$ cat src/rtl/t_pkg.sv
// Shared definitions for the T flip-flop button debouncer: FSM state
// encoding and default timing parameters.
package t_pkg;

  typedef enum logic [1:0] {
    IDLE      = 2'd0,
    DEB_PRESS = 2'd1,
    HELD      = 2'd2,
    DEB_REL   = 2'd3
  } state_t;

  localparam int unsigned DB_CYCLES_DEF  = 4;
  localparam int unsigned REP_CYCLES_DEF = 0;

endpackage

$ cat src/rtl/sync2.sv
// Two-flop synchronizer bringing the asynchronous button level into the c domain.
module sync2 (
  input  logic c,
  input  logic rst_n,
  input  logic d,
  output logic q
);

  logic s1;
  logic s2;

  always_ff @(posedge c or negedge rst_n) begin
    if (!rst_n) begin
      s1 <= 1'b0;
      s2 <= 1'b0;
    end else begin
      s1 <= d;
      s2 <= s1;
    end
  end

  assign q = s2;

endmodule

$ cat src/rtl/t_debounce.sv
// Push-button debouncer producing one-cycle toggle requests for a downstream
// T flip-flop, with optional held-press auto-repeat and a pulse counter.
module t_debounce
  import t_pkg::*;
#(
  parameter int unsigned DB_CYCLES  = DB_CYCLES_DEF,
  parameter int unsigned REP_CYCLES = REP_CYCLES_DEF
) (
  input  logic       c,
  input  logic       rst_n,
  input  logic       btn,
  output logic       t,
  output logic       pressed,
  output logic [7:0] tcnt
);

  localparam logic [7:0]  DB_LAST  = 8'(DB_CYCLES - 1);
  localparam logic [15:0] REP_LAST = 16'(REP_CYCLES - 1);
  localparam bit          REP_EN   = (REP_CYCLES != 0);

  logic        s2;
  state_t      state, state_d;
  logic [7:0]  dcnt, dcnt_d;
  logic [15:0] rcnt, rcnt_d;
  logic        t_d;
  logic        pressed_d;
  logic [7:0]  tcnt_d;

  sync2 u_sync (
    .c     (c),
    .rst_n (rst_n),
    .d     (btn),
    .q     (s2)
  );

  always_ff @(posedge c or negedge rst_n) begin
    if (!rst_n) begin
      state   <= IDLE;
      dcnt    <= '0;
      rcnt    <= '0;
      t       <= 1'b0;
      pressed <= 1'b0;
      tcnt    <= '0;
    end else begin
      state   <= state_d;
      dcnt    <= dcnt_d;
      rcnt    <= rcnt_d;
      t       <= t_d;
      pressed <= pressed_d;
      tcnt    <= tcnt_d;
    end
  end

  always_comb begin
    state_d = state;
    dcnt_d  = dcnt;
    rcnt_d  = rcnt;
    t_d     = 1'b0;
    tcnt_d  = tcnt;

    case (state)
      IDLE: begin
        if (s2) begin
          state_d = DEB_PRESS;
          dcnt_d  = '0;
        end
      end

      DEB_PRESS: begin
        if (!s2) begin
          state_d = IDLE;
          dcnt_d  = '0;
        end else if (dcnt == DB_LAST) begin
          state_d = HELD;
          dcnt_d  = '0;
          rcnt_d  = '0;
          t_d     = 1'b1;
        end else begin
          dcnt_d = dcnt + 8'd1;
        end
      end

      HELD: begin
        if (!s2) begin
          state_d = DEB_REL;
          dcnt_d  = '0;
        end else if (REP_EN) begin
          // Gating on the current t keeps pulses separated even at REP_CYCLES=1.
          if (rcnt == REP_LAST) begin
            rcnt_d = '0;
            t_d    = !t;
          end else begin
            rcnt_d = rcnt + 16'd1;
          end
        end else begin
          rcnt_d = '0;
        end
      end

      DEB_REL: begin
        if (s2) begin
          state_d = HELD;
          rcnt_d  = '0;
        end else if (dcnt == DB_LAST) begin
          state_d = IDLE;
          dcnt_d  = '0;
        end else begin
          dcnt_d = dcnt + 8'd1;
        end
      end

      default: begin
        state_d = IDLE;
        dcnt_d  = '0;
        rcnt_d  = '0;
      end
    endcase

    if (t_d) tcnt_d = tcnt + 8'd1;
    pressed_d = (state_d == HELD) || (state_d == DEB_REL);
  end

endmodule

$ cat config.mk
export PLATFORM = sky130hd
export DESIGN_NAME = t_debounce
export DESIGN_NICKNAME = d
export VERILOG_FILES = /design/src/rtl/t_pkg.sv /design/src/rtl/sync2.sv /design/src/rtl/t_debounce.sv
export SDC_FILE = /design/constraint.sdc
export NUM_CORES = 1
export LEC_CHECK = 0
export BUFFER_PORTS_ARGS = -buffer_cell sky130_fd_sc_hd__buf_2
export CAP_MARGIN = 40
export CORE_ASPECT_RATIO = 0.6
export CORE_MARGIN = 2
export CORE_UTILIZATION = 30
export CTS_BUF_LIST = sky130_fd_sc_hd__clkbuf_4 sky130_fd_sc_hd__clkbuf_8
export CTS_CLUSTER_DIAMETER = 100
export DETAILED_ROUTE_END_ITERATION = 6
export GPL_TIMING_DRIVEN = 0
export HOLD_SLACK_MARGIN = 0.02
export MAX_ROUTING_LAYER = met4
export PLACE_DENSITY = 0.58
export SLEW_MARGIN = 10
export SYNTH_ARGS = -nofsm -noshare
export SYNTH_HDL_FRONTEND = slang
export SYNTH_SLANG_ARGS = --single-unit
export TNS_END_PERCENT = 20
$ cat constraint.sdc
create_clock -name c -period 1.8 [get_ports c]
set_input_delay 0.36 -clock c [delete_from_list [all_inputs] [get_ports c]]
set_output_delay 0.36 -clock c [all_outputs]
set_load 0.05 [all_outputs]
After elaboration in Yosys (flattened, before gate mapping)
Index checks and enable logic that the tools add are counted.
{ "word_totals": {"regBits": 22, "latch_bits": 0, "mem_bits_rw": 0, "romBits": 0, "inputBits": 3, "output_inout_bits": 10, "mem_count": 0} }
{ "op_classes": {"n_addsub": 2, "multipliers": 0, "div_mod_pow": 0, "order_cmp": 0, "n_eq_ne": 9, "shift": 0, "muxes": 16, "bitwise": 0, "n_reduce_logical": 3} }
{ "op_table": {"columns": ["operator", "count"], "rows": [
  ["2-to-1 mux 8 bit", 5],
  ["case mux 8 bit (4 select lines)", 1],
  ["adder 8 x 1 -> 8 bit, second input constant", 2],
  ["2-to-1 mux 2 bit", 6],
  ["equality test 2 bit, second input constant", 4],
  ["equality test 8 x 2 -> 1 bit, second input constant", 1],
  ["case mux 2 bit (4 select lines)", 1],
  ["inequality test 2 bit, second input constant", 2],
  ["2-to-1 mux 1 bit", 3],
  ["AND reduction 3 bit", 1],
  ["equality test 2 x 1 -> 1 bit, second input constant", 1],
  ["logical NOT 2 bit", 1],
  ["inequality test 2 x 1 -> 1 bit, second input constant", 1],
  ["logical OR 1 bit", 1]
]} }

Longest topological paths before layout
Gate-level depths: netlist (run 1).
{ "depth": {"ltp_word": 6, "ltp_mapped": 5} }

Hierarchy
From an unflattened synthesis (run 1), not the netlist that was laid out.
{ "unflattened": {"cells_unflattened": 85, "hier_area_um2": 1026.0} }
{ "by_module_without_submodules": {"columns": ["mod", "instances", "cells_each", "area_each_um2"], "rows": [
  ["t_debounce", 1, 83, 975.9],
  ["sync2", 1, 2, 50.0]
]} }

Worst setup path after synthesis (run 1)
Ideal clock, no wire load.
{ "synth_timing": {"path_kind": "reg-to-reg", "startpoint": "reg dcnt[0]", "endpoint": "reg tcnt[1]", "setup_ns": 0.125, "arrival_ns": 1.658, "required_ns": 1.675, "path_slack_ns": 0.018, "stages_incl_launch_ff": 5, "period_less_slack_ns": 1.782, "cell_sequence": "dfrtp_1 > ha_1 > or4b_4 > nor3_4 > mux2_2"} }
{ "synth_via": {"elab_chain_len": 4} }
{ "synth_lines": {"columns": ["item", "line", "source"], "rows": [
  ["from (decl)", "t_debounce.sv:23", "logic [7:0] dcnt, dcnt_d;"],
  ["from (signal assigned)", "t_debounce.sv:46", "dcnt <= dcnt_d;"],
  ["equality test 8 x 2 -> 1 bit", "t_debounce.sv:73", "end else if (dcnt == DB_LAST) begin"],
  ["2-to-1 mux 1 bit", "t_debounce.sv:73", null],
  ["2-to-1 mux 1 bit", "t_debounce.sv:70", "if (!s2) begin"],
  ["2-to-1 mux 1 bit", "t_debounce.sv:61", "case (state)"],
  ["net t_d", "t_debounce.sv:25", "logic t_d;"],
  ["to (signal assigned)", "t_debounce.sv:50", "tcnt <= tcnt_d;"],
  ["to (decl)", "t_debounce.sv:14", "output logic [7:0] tcnt"]
]} }
The timed path passes the listed nets, and every way through them passes these cells.
A chain may end at the register's enable or synchronous reset.

Worst setup path in the final report (run 1)
{ "layout_timing": {"startpoint": "reg dcnt[1]", "endpoint": "reg tcnt[1]"} }
Same word-level chain as after synthesis.

==> results of run 1 <==
layer usage:
layer	wire length, µm	share of wire
met5	0	0
met1	976	0.53
met3	124	0.068
met4	11	0.0060
met2	720	0.39
per-stage QoR:
| stage | worst slack [ns] | TNS (ns) | total power [mW] |
|---|---|---|---|
| global placement | -0.08642 | -0.2655 | 0.9959 |
| CTS | -0.06996 | -0.3195 | 1.476 |
| detailed placement | -0.1013 | -0.3516 | 1.010 |
| floorplan | 0.01757 | 0 | 0.9108 |
| finish | -0.01042 | -0.01042 | 1.502 |
| global route | -0.07622 | -0.3258 | 1.595 |
worst register-to-register path, stage by stage, from the launching register on:
cell	delay (ns)
dfrtp_1	0.37
ha_1	0.17
or4b_4	0.51
nor3_4	0.32
mux2_4	0.33
Yosys cell counts (all sizes together):
cell,number,share of area
nand3b,1,0.0075
and3,2,0.014
xnor2,5,0.044
xor2,8,0.070
o31ai,2,0.015
nor2,6,0.022
buf,1,0.0050
nor4,1,0.021
or4,1,0.0075
nand3,4,0.020
nand2,9,0.034
nand4,5,0.031
nor3,1,0.016
o21ai,1,0.0050
a32o,1,0.010
dfrtp,22,0.55
ha,2,0.025
or3,2,0.012
a21oi,1,0.0050
mux2,3,0.034
and4,1,0.010
o21ba,1,0.010
a21boi,1,0.0075
or4b,1,0.014
and2,2,0.012
how the worst min path moves through the flow:
stage               startpoint  endpoint  slack [ns]  depth (start not counted)
floorplan                rst_n   dcnt[0]        0.06                          0
global placement         rst_n   dcnt[7]        0.34                          1
detailed placement   u_sync.s1  u_sync.q        0.34                          0
CTS                      rst_n   pressed        0.07                          1
global route             rst_n   pressed        0.07                          1
finish                   rst_n   pressed        0.05                          1
registers in the layout, summed over array words and instances, names as in the netlist:
signal     cells
tcnt           8
state          2
t              1
u_sync.q       1
dcnt           8
u_sync.s1      1
pressed        1
power groups by stage:
stage	clock network (mW)	logic [mW]	registers, mW
6_report	0.459	0.408	0.634
4_1_cts	0.473	0.362	0.641
5_1_grt	0.498	0.449	0.648
3_5_place_dp	0	0.361	0.648
3_3_place_gp	0	0.348	0.648
2_1_floorplan	0	0.195	0.716
logic make-up (layout without fill, tap and decap cells):
kind of cell,after synthesis,after routing
simple gates,36,36
flops,22,22
xor+xnor,13,13
compound gates,7,7
mux,3,3
fa+ha+maj,2,2
buf+inv,1,21
final cells by class:
cell class / count / area share
plain buffers: 1 / 0.004077
clock inverters: 1 / 0.02446
repair buffers: 16 / 0.07339
flip-flops and latches: 22 / 0.4485
well taps: 45 / 0.04587
multi-input cells: 61 / 0.3700
clock buffers: 3 / 0.03364
timing repair:
action / in CTS / in global routing
pin swaps: 1 / 3
gates resized for setup: 0 / 2
buffers inserted: 0 / 4
endpoints found under the setup margin: 7 / 16
==> impl_metrics.csv, run 1 <==
group,metric,value,unit
min_path,hp-class,"input pin to async pin",
sta,final.hold.worst_slack,0.05497,ns
power,swShare,0.3257,
clock_network,clk_root_buffer_cell,"clkbuf_8",
worst_setup_path,criticalPathCategory,"flip-flop to flip-flop",
worst_setup_path,crit-reg2reg-capture,"tcnt[1]",
clock_network,clk-insertion-delay-late,0.26,ns
grt,groute.layer.met2.usage,0.1353,
sta,final.setup.worst_slack,-0.01042,ns
final_layout,n_antenna_cell,0,
drt,routed_wirelength,1833,µm
place,place_congestion,0.8131,
final_layout,final_cell_count_no_fill,149,
sta,worst_pin_slew,0.5084,ns
synthesis,syn_inst,84,
grt,grt_max_degree,23,
drt,final_antenna_net_count,0,
power,intPower,1.013,mW
worst_setup_path,crit_path_max_fanout,6,
worst_setup_path,crit_path_cell_trace,"ha_1 -> or4b_4 -> nor3_4 -> mux2_4",
worst_setup_path,category_of_the_worst_setup_path_launch_point,"flip-flop",
worst_setup_path,cp-startpoint,"dcnt[1]",
place,port_buffers,12,
synthesis,seq_area_frac_synth,0.5486,
synthesis,synth.area.mux_share,0.03367,
clock_network,cts_tree,"yes",
worst_setup_path,worst_ep_required_time,1.96,ns
worst_setup_path,worstRegToRegCells,4,
clock_network,clock_sink_count,22,
drt,initialDrtViolationCount,13,
grt,grt-busiest-layer,"met1",
synthesis,synth_compound_gate_area_share,0.05237,
final_layout,mostFrequentLayoutCell,"dfrtp_1",
grt,grtUsageTotal,0.1075,
sta,timing.final.setup_violations,1,
worst_setup_path,r2r-start,"dcnt[1]",
synthesis,average_cell_area_after_synthesis,11.95,µm²
drt,drt-pass1-iter-count,4,
synthesis,synthXorXnorAreaFrac,0.1135,
sta,fin_worst_skew,0.003913,ns
synthesis,synth-adder-area-share,0.02494,
sta,min_period_over_period,1.006,
run_status,violations,"negative setup slack",
synthesis,synth_top_family_by_area,"simple AND/OR/NAND/NOR gates",
sta,final-max-slew-violation-count,0,
worst_setup_path,crit_path_end,"tcnt[1]",
worst_setup_path,worst_ep_arrival_time,1.97,ns
grt,global_route.overflow_total,0,
power,power.density_cell_area,1223,nW/µm²
grt,gr-usage-met3,0.04074,
place,hpwl_after_detailed_placement,1266,µm
sta,max_slew_margin,0.6610,
final_layout,utilization,0.3808,
floorplan,num_rows,16,
sta,rsz0062_at_grt,"yes",
worst_setup_path,cp-end-kind,"flip-flop",
final_layout,fin_area,1227,µm²
grt,grt_pass1_vias,649,
final_layout,seq_area,550.5,µm²
worst_setup_path,crit_path_max_incr_delay,0.51,ns
power,irDropWorstVdd,453.6,µV
place,detailed_place.area,1120,µm²
worst_setup_path,cp.buffers_inverters,0,
final_layout,most-common-layout-cells,"dfrtp_1 (22), buf_2 (13), nand2_1 (9), xor2_1 (8)",
place,numPlacedInstances,141,
sta,final_report_hold_violation_count,0,
sta,fmax,552.4,MHz
worst_setup_path,cpLargestDelayFamily,"simple AND/OR/NAND/NOR gates",
clock_network,numCtsBuffers,3,
power,comb_power_share,0.272,
floorplan,fp.dieArea,3839,µm²
floorplan,core_box_area,3223,µm²
synthesis,synth-simple-area-share,0.2219,
drt,route.detailed.drc,0,
final_layout,fillCellCount,326,
final_layout,multi_input_comb_area,454.2,µm²
power,power.sequential.fraction,0.422,
floorplan,die_height,48.80,µm
drt,detail_route.vias_per_cell,4.678,
power,netSwitchingPower,489.1,µW
synthesis,total_standard_cell_area_after_synthesis,1003,µm²
drt,detailroute.via_count,697,
synthesis,synth.ff_latch_count,22,
worst_setup_path,critical_path_cell_count,4,
floorplan,io_pins,13,
grt,number_of_antenna_violations_at_the_first_check_in_global_routing,0,
drt,wl_per_cell,12.30,µm
final_layout,num-nets-final,110,
run,timing.max_cap.violations,0,
power,p_leak,0.5813,nW
grt,grt_first_pass_wirelength,3105,µm
worst_setup_path,r2r_slack,-0.01,ns
floorplan,fp.dieW,78.67,µm
clock_network,cts_hold_buffers,0,
worst_setup_path,crit_path_top_delay_cell,"or4b_4",
grt,gr-usage-met1,0.1633,
sta,period_needed,1.810,ns
synthesis,synth-warning-count,0,
final_layout,final_layout_size_suffix_gt1_frac,0.2981,
clock_network,clk_pin_slew,0.08,ns
final_layout,area_growth,22.32,%
synthesis,ys_types,26,
clock_network,htree_num_levels,1,
run_status,run_status,"finished, violations left",
synthesis,mappedNetlistNets,89,
clock_network,clock_tree.buffer_depth,2,
floorplan,floorplan.initialDensity,0.3113,
power,clock_power_share,0.306,
(Power assumes the default switching activity.)
==> run 2: changes to the inputs <==
ABC_AREA = 1   (was not set)
CORE_ASPECT_RATIO = not set   (was 0.6)
CORE_UTILIZATION = 53   (was 30)
PLACE_DENSITY = 0.85   (was 0.58)
==> run 2 against run 1 <==
Effect of this change: count of clock-buffer cells in the layout is 1 higher; core utilization is 26 points higher; clock power is 41% lower; synthesized area is 13% higher; hold slack better by 0.098 ns; via count is 32% higher; combinational power hardly changed; critical path depth is 3 higher; register-to-register slack better by 0.35 ns; the run now ends clean; total power is 15% lower.
==> impl_metrics.csv, run 2 <==
group,metric,value,unit
synthesis,synth-async-reset-ratio,1.000,
worst_setup_path,worst_ep_arrival_time,1.70,ns
run,timing.max_cap.violations,0,
place,detailed_place.area,1232,µm²
drt,detailroute.via_count,920,
synthesis,ys_top_cells_by_count,"nand2_1 (57), dfrtp_1 (22), inv_1 (18)",
worst_setup_path,crit_path_max_incr_delay,0.40,ns
power,intPower,793.7,µW
drt,detail_route.vias_per_cell,4.842,
worst_setup_path,worst_ep_required_time,2.05,ns
power,irDropWorstVdd,723.5,µV
drt,route.detailed.drc,0,
final_layout,utilization,0.6388,
clock_network,cts_tree,"yes",
sta,final-max-slew-violation-count,0,
worst_setup_path,cpLargestDelayFamily,"simple AND/OR/NAND/NOR gates",
floorplan,fp.dieW,50.35,µm
sta,final_report_hold_violation_count,0,
drt,initialDrtViolationCount,20,
synthesis,seq_area_frac_synth,0.4835,
final_layout,fin_area,1279,µm²
power,netSwitchingPower,481.0,µW
sta,fin_worst_skew,0.003071,ns
drt,wl_per_cell,10.58,µm
grt,number_of_antenna_violations_at_the_first_check_in_global_routing,0,
floorplan,io_pins,13,
final_layout,mostFrequentLayoutCell,"nand2_1",
worst_setup_path,cp-end-kind,"flip-flop",
power,comb_power_share,0.322,
clock_network,clock_tree.buffer_depth,2,
clock_network,post-cts-setup-buffer-count,0,
worst_setup_path,criticalPathCategory,"flip-flop to flip-flop",
synthesis,ys_types,19,
sta,rsz0062_at_grt,"no",
clock_network,cts_resized,0,
synthesis,synth.ff_latch_count,22,
min_path,hp-class,"input pin to flip-flop",
clock_network,cts_hold_buffers,1,
worst_setup_path,cp.buffers_inverters,1,
worst_setup_path,category_of_the_worst_setup_path_launch_point,"flip-flop",
sta,max_slew_margin,0.6814,
final_layout,most-common-layout-cells,"nand2_1 (57), dfrtp_1 (22), inv_1 (18), nor2_1 (15), buf_2 (12)",
sta,fin_setup_tns,0,ns
synthesis,synth-warning-count,0,
clock_network,clock_sink_count,22,
sta,period_needed,1.456,ns
synthesis,synth-edff-count,0,
run_status,run_status,"completed",
floorplan,num_rows,16,
power,power.sequential.fraction,0.466,
grt,grtUsageTotal,0.1894,
place,hpwl_after_detailed_placement,1474,µm
sta,timing.final.setup_violations,0,
drt,drt-pass1-iter-count,4,
place,port_buffers,12,
synthesis,average_cell_area_after_synthesis,7.799,µm²
synthesis,synth_top_cell_area_share,0.4835,
worst_setup_path,crit_path_top_delay_cell,"dfrtp_1",
clock_network,clk-insertion-delay-late,0.30,ns
final_layout,n_antenna_cell,0,
synthesis,synth_top_flop_cell,"dfrtp_1",
synthesis,syn_inst,146,
final_layout,num-nets-final,169,
synthesis,synth_area_leader_cell,"dfrtp_1",
power,power.density_cell_area,996.8,nW/µm²
place,place_congestion,0.8517,
grt,grt_max_degree,23,
drt,final_antenna_net_count,0,
clock_network,numCtsBuffers,3,
power,clock_power_share,0.211,
clock_network,clk_root_buffer_cell,"clkbuf_4",
floorplan,core_box_area,2002,µm²
worst_setup_path,crit_path_cell_trace,"ha_1 -> inv_1 -> nor3_2 -> nand2_2 -> nor3_4 -> nand2_1 -> nand2_1",
clock_network,htree_num_levels,1,
final_layout,area_growth,12.31,%
floorplan,fp.dieArea,2535,µm²
synthesis,mappedNetlistNets,151,
final_layout,final_layout_size_suffix_gt1_frac,0.1656,
synthesis,yosysMostFrequentCell,"nand2_1",
final_layout,reg.largest.list,"dcnt: 8 flops, tcnt: 8 flops, state: 2 flops",
power,swShare,0.3773,
grt,global_route.overflow_total,0,
floorplan,die_height,50.35,µm
worst_setup_path,crit_path_max_fanout,9,
power,power,1.275,mW
synthesis,synth_area_leaders,"dfrtp_1 (48%), nand2_1 (19%), inv_1 (5.9%)",
grt,grt_first_pass_wirelength,3574,µm
worst_setup_path,timing.critical_path.mode_cell,"nand2_1",
clock_network,clk_pin_slew,0.12,ns
drt,routed_wirelength,2010,µm
sta,min_period_over_period,0.8087,
synthesis,total_standard_cell_area_after_synthesis,1139,µm²
floorplan,floorplan.initialDensity,0.5688,
power,p_leak,0.7314,nW
grt,grt_pass1_vias,928,
sta,fmax,687.0,MHz
sta,worst_pin_slew,0.4778,ns
[run 2: layer usage]
layer  routed length, µm  global-route usage  up-vias
met5                   0                   -        -
met1                 931              0.2285      408
met2                 988              0.3114       25
li1                    -                   -      483
met3                  66             0.03571        4
met4                  23             0.08108        0
[run 2: logic make-up after synthesis]
logic type               share of synthesized area
AND/OR/NAND/NOR                             0.3572
flip-flops                                  0.4835
buffers and inverters                      0.07582
AO/OA/AOI/OAI                              0.02308
XOR/XNOR                                   0.03846
adder cells (fa/ha/maj)                    0.02197
[run 2: layout make-up]
class | count | area [µm²]
fillers | 165 | 723.2
flip-flops and latches | 22 | 550.5
multi-input cells | 103 | 501.7
inverters | 20 | 75.07
repair buffers | 13 | 70.07
clock buffers | 4 | 36.28
well taps | 27 | 33.78
plain buffers | 1 | 11.26
[run 2: power by group through the flow]
stage                     combinational, mW  sequential, mW  clock [mW]
after global placement                0.397           0.601           0
final                                 0.411           0.595       0.270
after global routing                  0.456           0.604       0.294
after detailed placement              0.408           0.605           0
after floorplan                       0.251           0.672           0
after CTS                             0.413           0.594       0.280
[run 2: final timing paths]
kind	startpoint	endpoint	slack (ns)	cells after the start
min in group asynchronous	rst_n	dcnt[2]	0.53	2
max in group asynchronous	rst_n	dcnt[5]	0.94	2
worst max-delay path	dcnt[1]	tcnt[5]	0.34	7
worst min register to register	u_sync.s1	u_sync.q	0.37	0
worst min-delay path	btn	u_sync.s1	0.15	1
worst max register to register	dcnt[1]	tcnt[5]	0.34	7
[run 2: per-stage QoR]
stage	hold WS [ns]	cells	setup slack, ns
floorplan	0.06441	146	0.2677
global placement	0.3371	185	0.4332
detailed placement	0.3450	185	0.3624
CTS	0.1429	190	0.3405
global route	0.1305	190	0.1739
finish	0.1525	190	0.3443
==> run 3: changes to the inputs <==
CORE_UTILIZATION = 59   (was 53)
PLACE_DENSITY = 0.89   (was 0.85)
clock period = 1.4 ns   (was 1.8 ns; I/O delays follow)
==> run 3 against run 2 <==
Effect of this change: global-route usage rose by 3.4 points; via count rose by 7.1%; flip-flop and latch count did not move; register-to-register slack got worse by 0.32 ns; wire length rose by 2.4%; cell area rose by 4.3%; non-clock buffer count rose by 4; clock skew rose by 0.0048 ns; maximum frequency rose by 6.1%; worst setup slack got worse by 0.32 ns; first-iteration DRC count fell by 10%; count of clock-buffer cells in the layout did not move; critical endpoint is now tcnt[3].
==> impl_metrics.csv, run 3 (synthesis results as in run 2) <==
group,metric,value,unit
run_status,run_status,"completed",
clock_network,htree_num_levels,1,
worst_setup_path,crit-reg2reg-capture,"tcnt[3]",
final_layout,n_antenna_cell,0,
final_layout,most-common-layout-cells,"nand2_1 (52), dfrtp_1 (20), inv_1 (16), nor2_1 (15), buf_2 (12)",
drt,route.detailed.drc,0,
drt,drt-pass1-iter-count,4,
place,port_buffers,12,
final_layout,reg.largest.list,"dcnt: 8 flops, tcnt: 8 flops, state: 2 flops",
sta,min_period_over_period,0.9803,
final_layout,final_cell_count_no_fill,192,
floorplan,io_pins,13,
grt,grt_first_pass_wirelength,3512,µm
sta,max_slew_margin,0.6781,
clock_network,numCtsBuffers,3,
power,power.density_cell_area,1240,nW/µm²
drt,detailroute.via_count,985,
worst_setup_path,category_of_the_worst_setup_path_launch_point,"flip-flop",
grt,number_of_antenna_violations_at_the_first_check_in_global_routing,0,
clock_network,clk_pin_slew,0.12,ns
final_layout,fillCellCount,132,
worst_setup_path,crit_path_max_fanout,5,
floorplan,floorplan.initialDensity,0.6454,
clock_network,clock_sink_count,22,
final_layout,final_layout_size_suffix_gt1_frac,0.2455,
floorplan,core_box_area,1764,µm²
run,timing.max_cap.violations,0,
sta,period_needed,1.372,ns
sta,fin_worst_skew,0.007871,ns
worst_setup_path,cpLargestDelayFamily,"simple AND/OR/NAND/NOR gates",
drt,final_antenna_net_count,0,
worst_setup_path,r2r_slack,0.03,ns
worst_setup_path,crit_path_max_incr_delay,0.38,ns
clock_network,clk-insertion-delay-late,0.30,ns
worst_setup_path,timing.critical_path.mode_cell,"nand2_1",
worst_setup_path,worstRegToRegCells,8,
floorplan,fp.dieArea,2297,µm²
drt,routed_wirelength,2059,µm
final_layout,num-nets-final,173,
grt,grtUsageTotal,0.2237,
sta,final-max-slew-violation-count,0,
place,hpwl_after_detailed_placement,1497,µm
drt,wl_per_cell,10.72,µm
worst_setup_path,cp-end-kind,"flip-flop",
min_path,hold_start,"btn",
grt,grt_max_degree,23,
final_layout,mostFrequentLayoutCell,"nand2_1",
drt,initialDrtViolationCount,18,
sta,fmax,728.7,MHz
worst_setup_path,worst_ep_required_time,1.64,ns
final_layout,area_growth,17.14,%
grt,global_route.overflow_total,0,
sta,rsz0062_at_grt,"yes",
worst_setup_path,crit_path_top_delay_cell,"dfrtp_1",
clock_network,cts_tree,"yes",
grt,grt_pass1_vias,879,
worst_setup_path,worst_ep_arrival_time,1.62,ns
floorplan,num_rows,15,
worst_setup_path,r2r-start,"dcnt[1]",
min_path,hp-class,"input pin to flip-flop",
clock_network,clk_root_buffer_cell,"clkbuf_4",
worst_setup_path,cp.buffers_inverters,2,
sta,timing.final.setup_violations,0,
worst_setup_path,crit_path_cell_trace,"ha_2 -> inv_2 -> nor3_2 -> nand2_2 -> nor3_4 -> buf_6 -> nand2_1 -> nand2_1",
place,numPlacedInstances,183,
power,p_leak,0.7588,nW
sta,final_report_hold_violation_count,0,
clock_network,clock_tree.buffer_depth,2,
power,irDropWorstVdd,1335,µV
min_path,worst_hold_path.endpoint,"u_sync.s1",
min_path,min_path_cells,1,
place,place_congestion,0.8118,
sta,worst_pin_slew,0.4828,ns
floorplan,fp.dieW,47.93,µm
drt,detail_route.vias_per_cell,5.130,
floorplan,die_height,47.93,µm
worst_setup_path,criticalPathCategory,"flip-flop to flip-flop",
final_layout,utilization,0.7560,
run 3: changes by cell type in the layout (fill, tap and decap cells not counted), moves of 2 or more:
cell and delta:
dfrtp_1 -2, inv_1 -2, buf_4 +2, nand2_1 -5, inv_2 +2, nand2_2 +5
buf_6 +2, dfrtp_2 +2
run 3: worst register-to-register path, delay by kind of cell (launching register included):
family	cells	cell delay, ns
buffers and inverters	2	0.18
AND/OR/NAND/NOR	5	0.57
adder cells (fa/ha/maj)	1	0.19
flip-flops	1	0.38
run 3: per-stage QoR:
step | setup TNS, ns | instance area [µm²] | hold slack [ns] | total power [mW] | worst slack (ns)
after floorplan | -0.06271 | 1141 | -0.01559 | 1.189 | -0.06271
after global placement | 0 | 1232 | 0.2631 | 1.284 | 0.03697
after detailed placement | -0.1125 | 1232 | 0.2723 | 1.319 | -0.02621
after CTS | -0.005318 | 1311 | 0.06520 | 1.648 | -0.005318
after global routing | -0.5879 | 1334 | 0.05884 | 1.768 | -0.09157
final | 0 | 1334 | 0.07078 | 1.654 | 0.02760
run 3: metal layers:
layer  GRT usage  routed length, µm  vias up
li1            -                  -      495
met1      0.2833                923      466
met2      0.3787               1044       18
met3     0.02264                 63        6
met4     0.06486                 27        0
met5           -                  0        -
run 3: timing repair:
| item | 4_1_cts | 5_1_grt |
|---|---|---|
| buffers inserted | 4 | 0 |
| gates cloned | 0 | 0 |
| pin swaps | 2 | 4 |
| hold buffers | 1 | 0 |
| endpoints found under the hold margin | 22 | 0 |
| setup endpoints to repair | 8 | 15 |
| gates resized for setup | 1 | 10 |
run 3: how the worst max path moves through the flow:
stage	endpoint	start	slack, ns	cells past startpoint
5_1_grt	tcnt[2]	dcnt[0]	-0.09	8
6_report	tcnt[3]	dcnt[1]	0.03	8
4_1_cts	tcnt[3]	dcnt[0]	-0.005	8
3_5_place_dp	tcnt[0]	dcnt[1]	-0.03	7
3_3_place_gp	tcnt[6]	dcnt[1]	0.04	8
2_1_floorplan	tcnt[7]	tcnt[2]	-0.06	7
run 3: power by group:
group	switching [mW]	internal [mW]	total, mW
clock	0.179	0.130	0.310
combinational	0.397	0.180	0.577
sequential	0.0568	0.711	0.768
run 3: layout make-up:
type,count,area [µm²],share of cell area
buffer,1,11.26,0.008443
inverter,20,75.07,0.05629
timing repair buffer,17,107.6,0.08068
tap,25,31.28,0.02345
multi-input combinational,103,525.5,0.3940
sequential,22,553.0,0.4146
clock buffer,4,30.03,0.02251
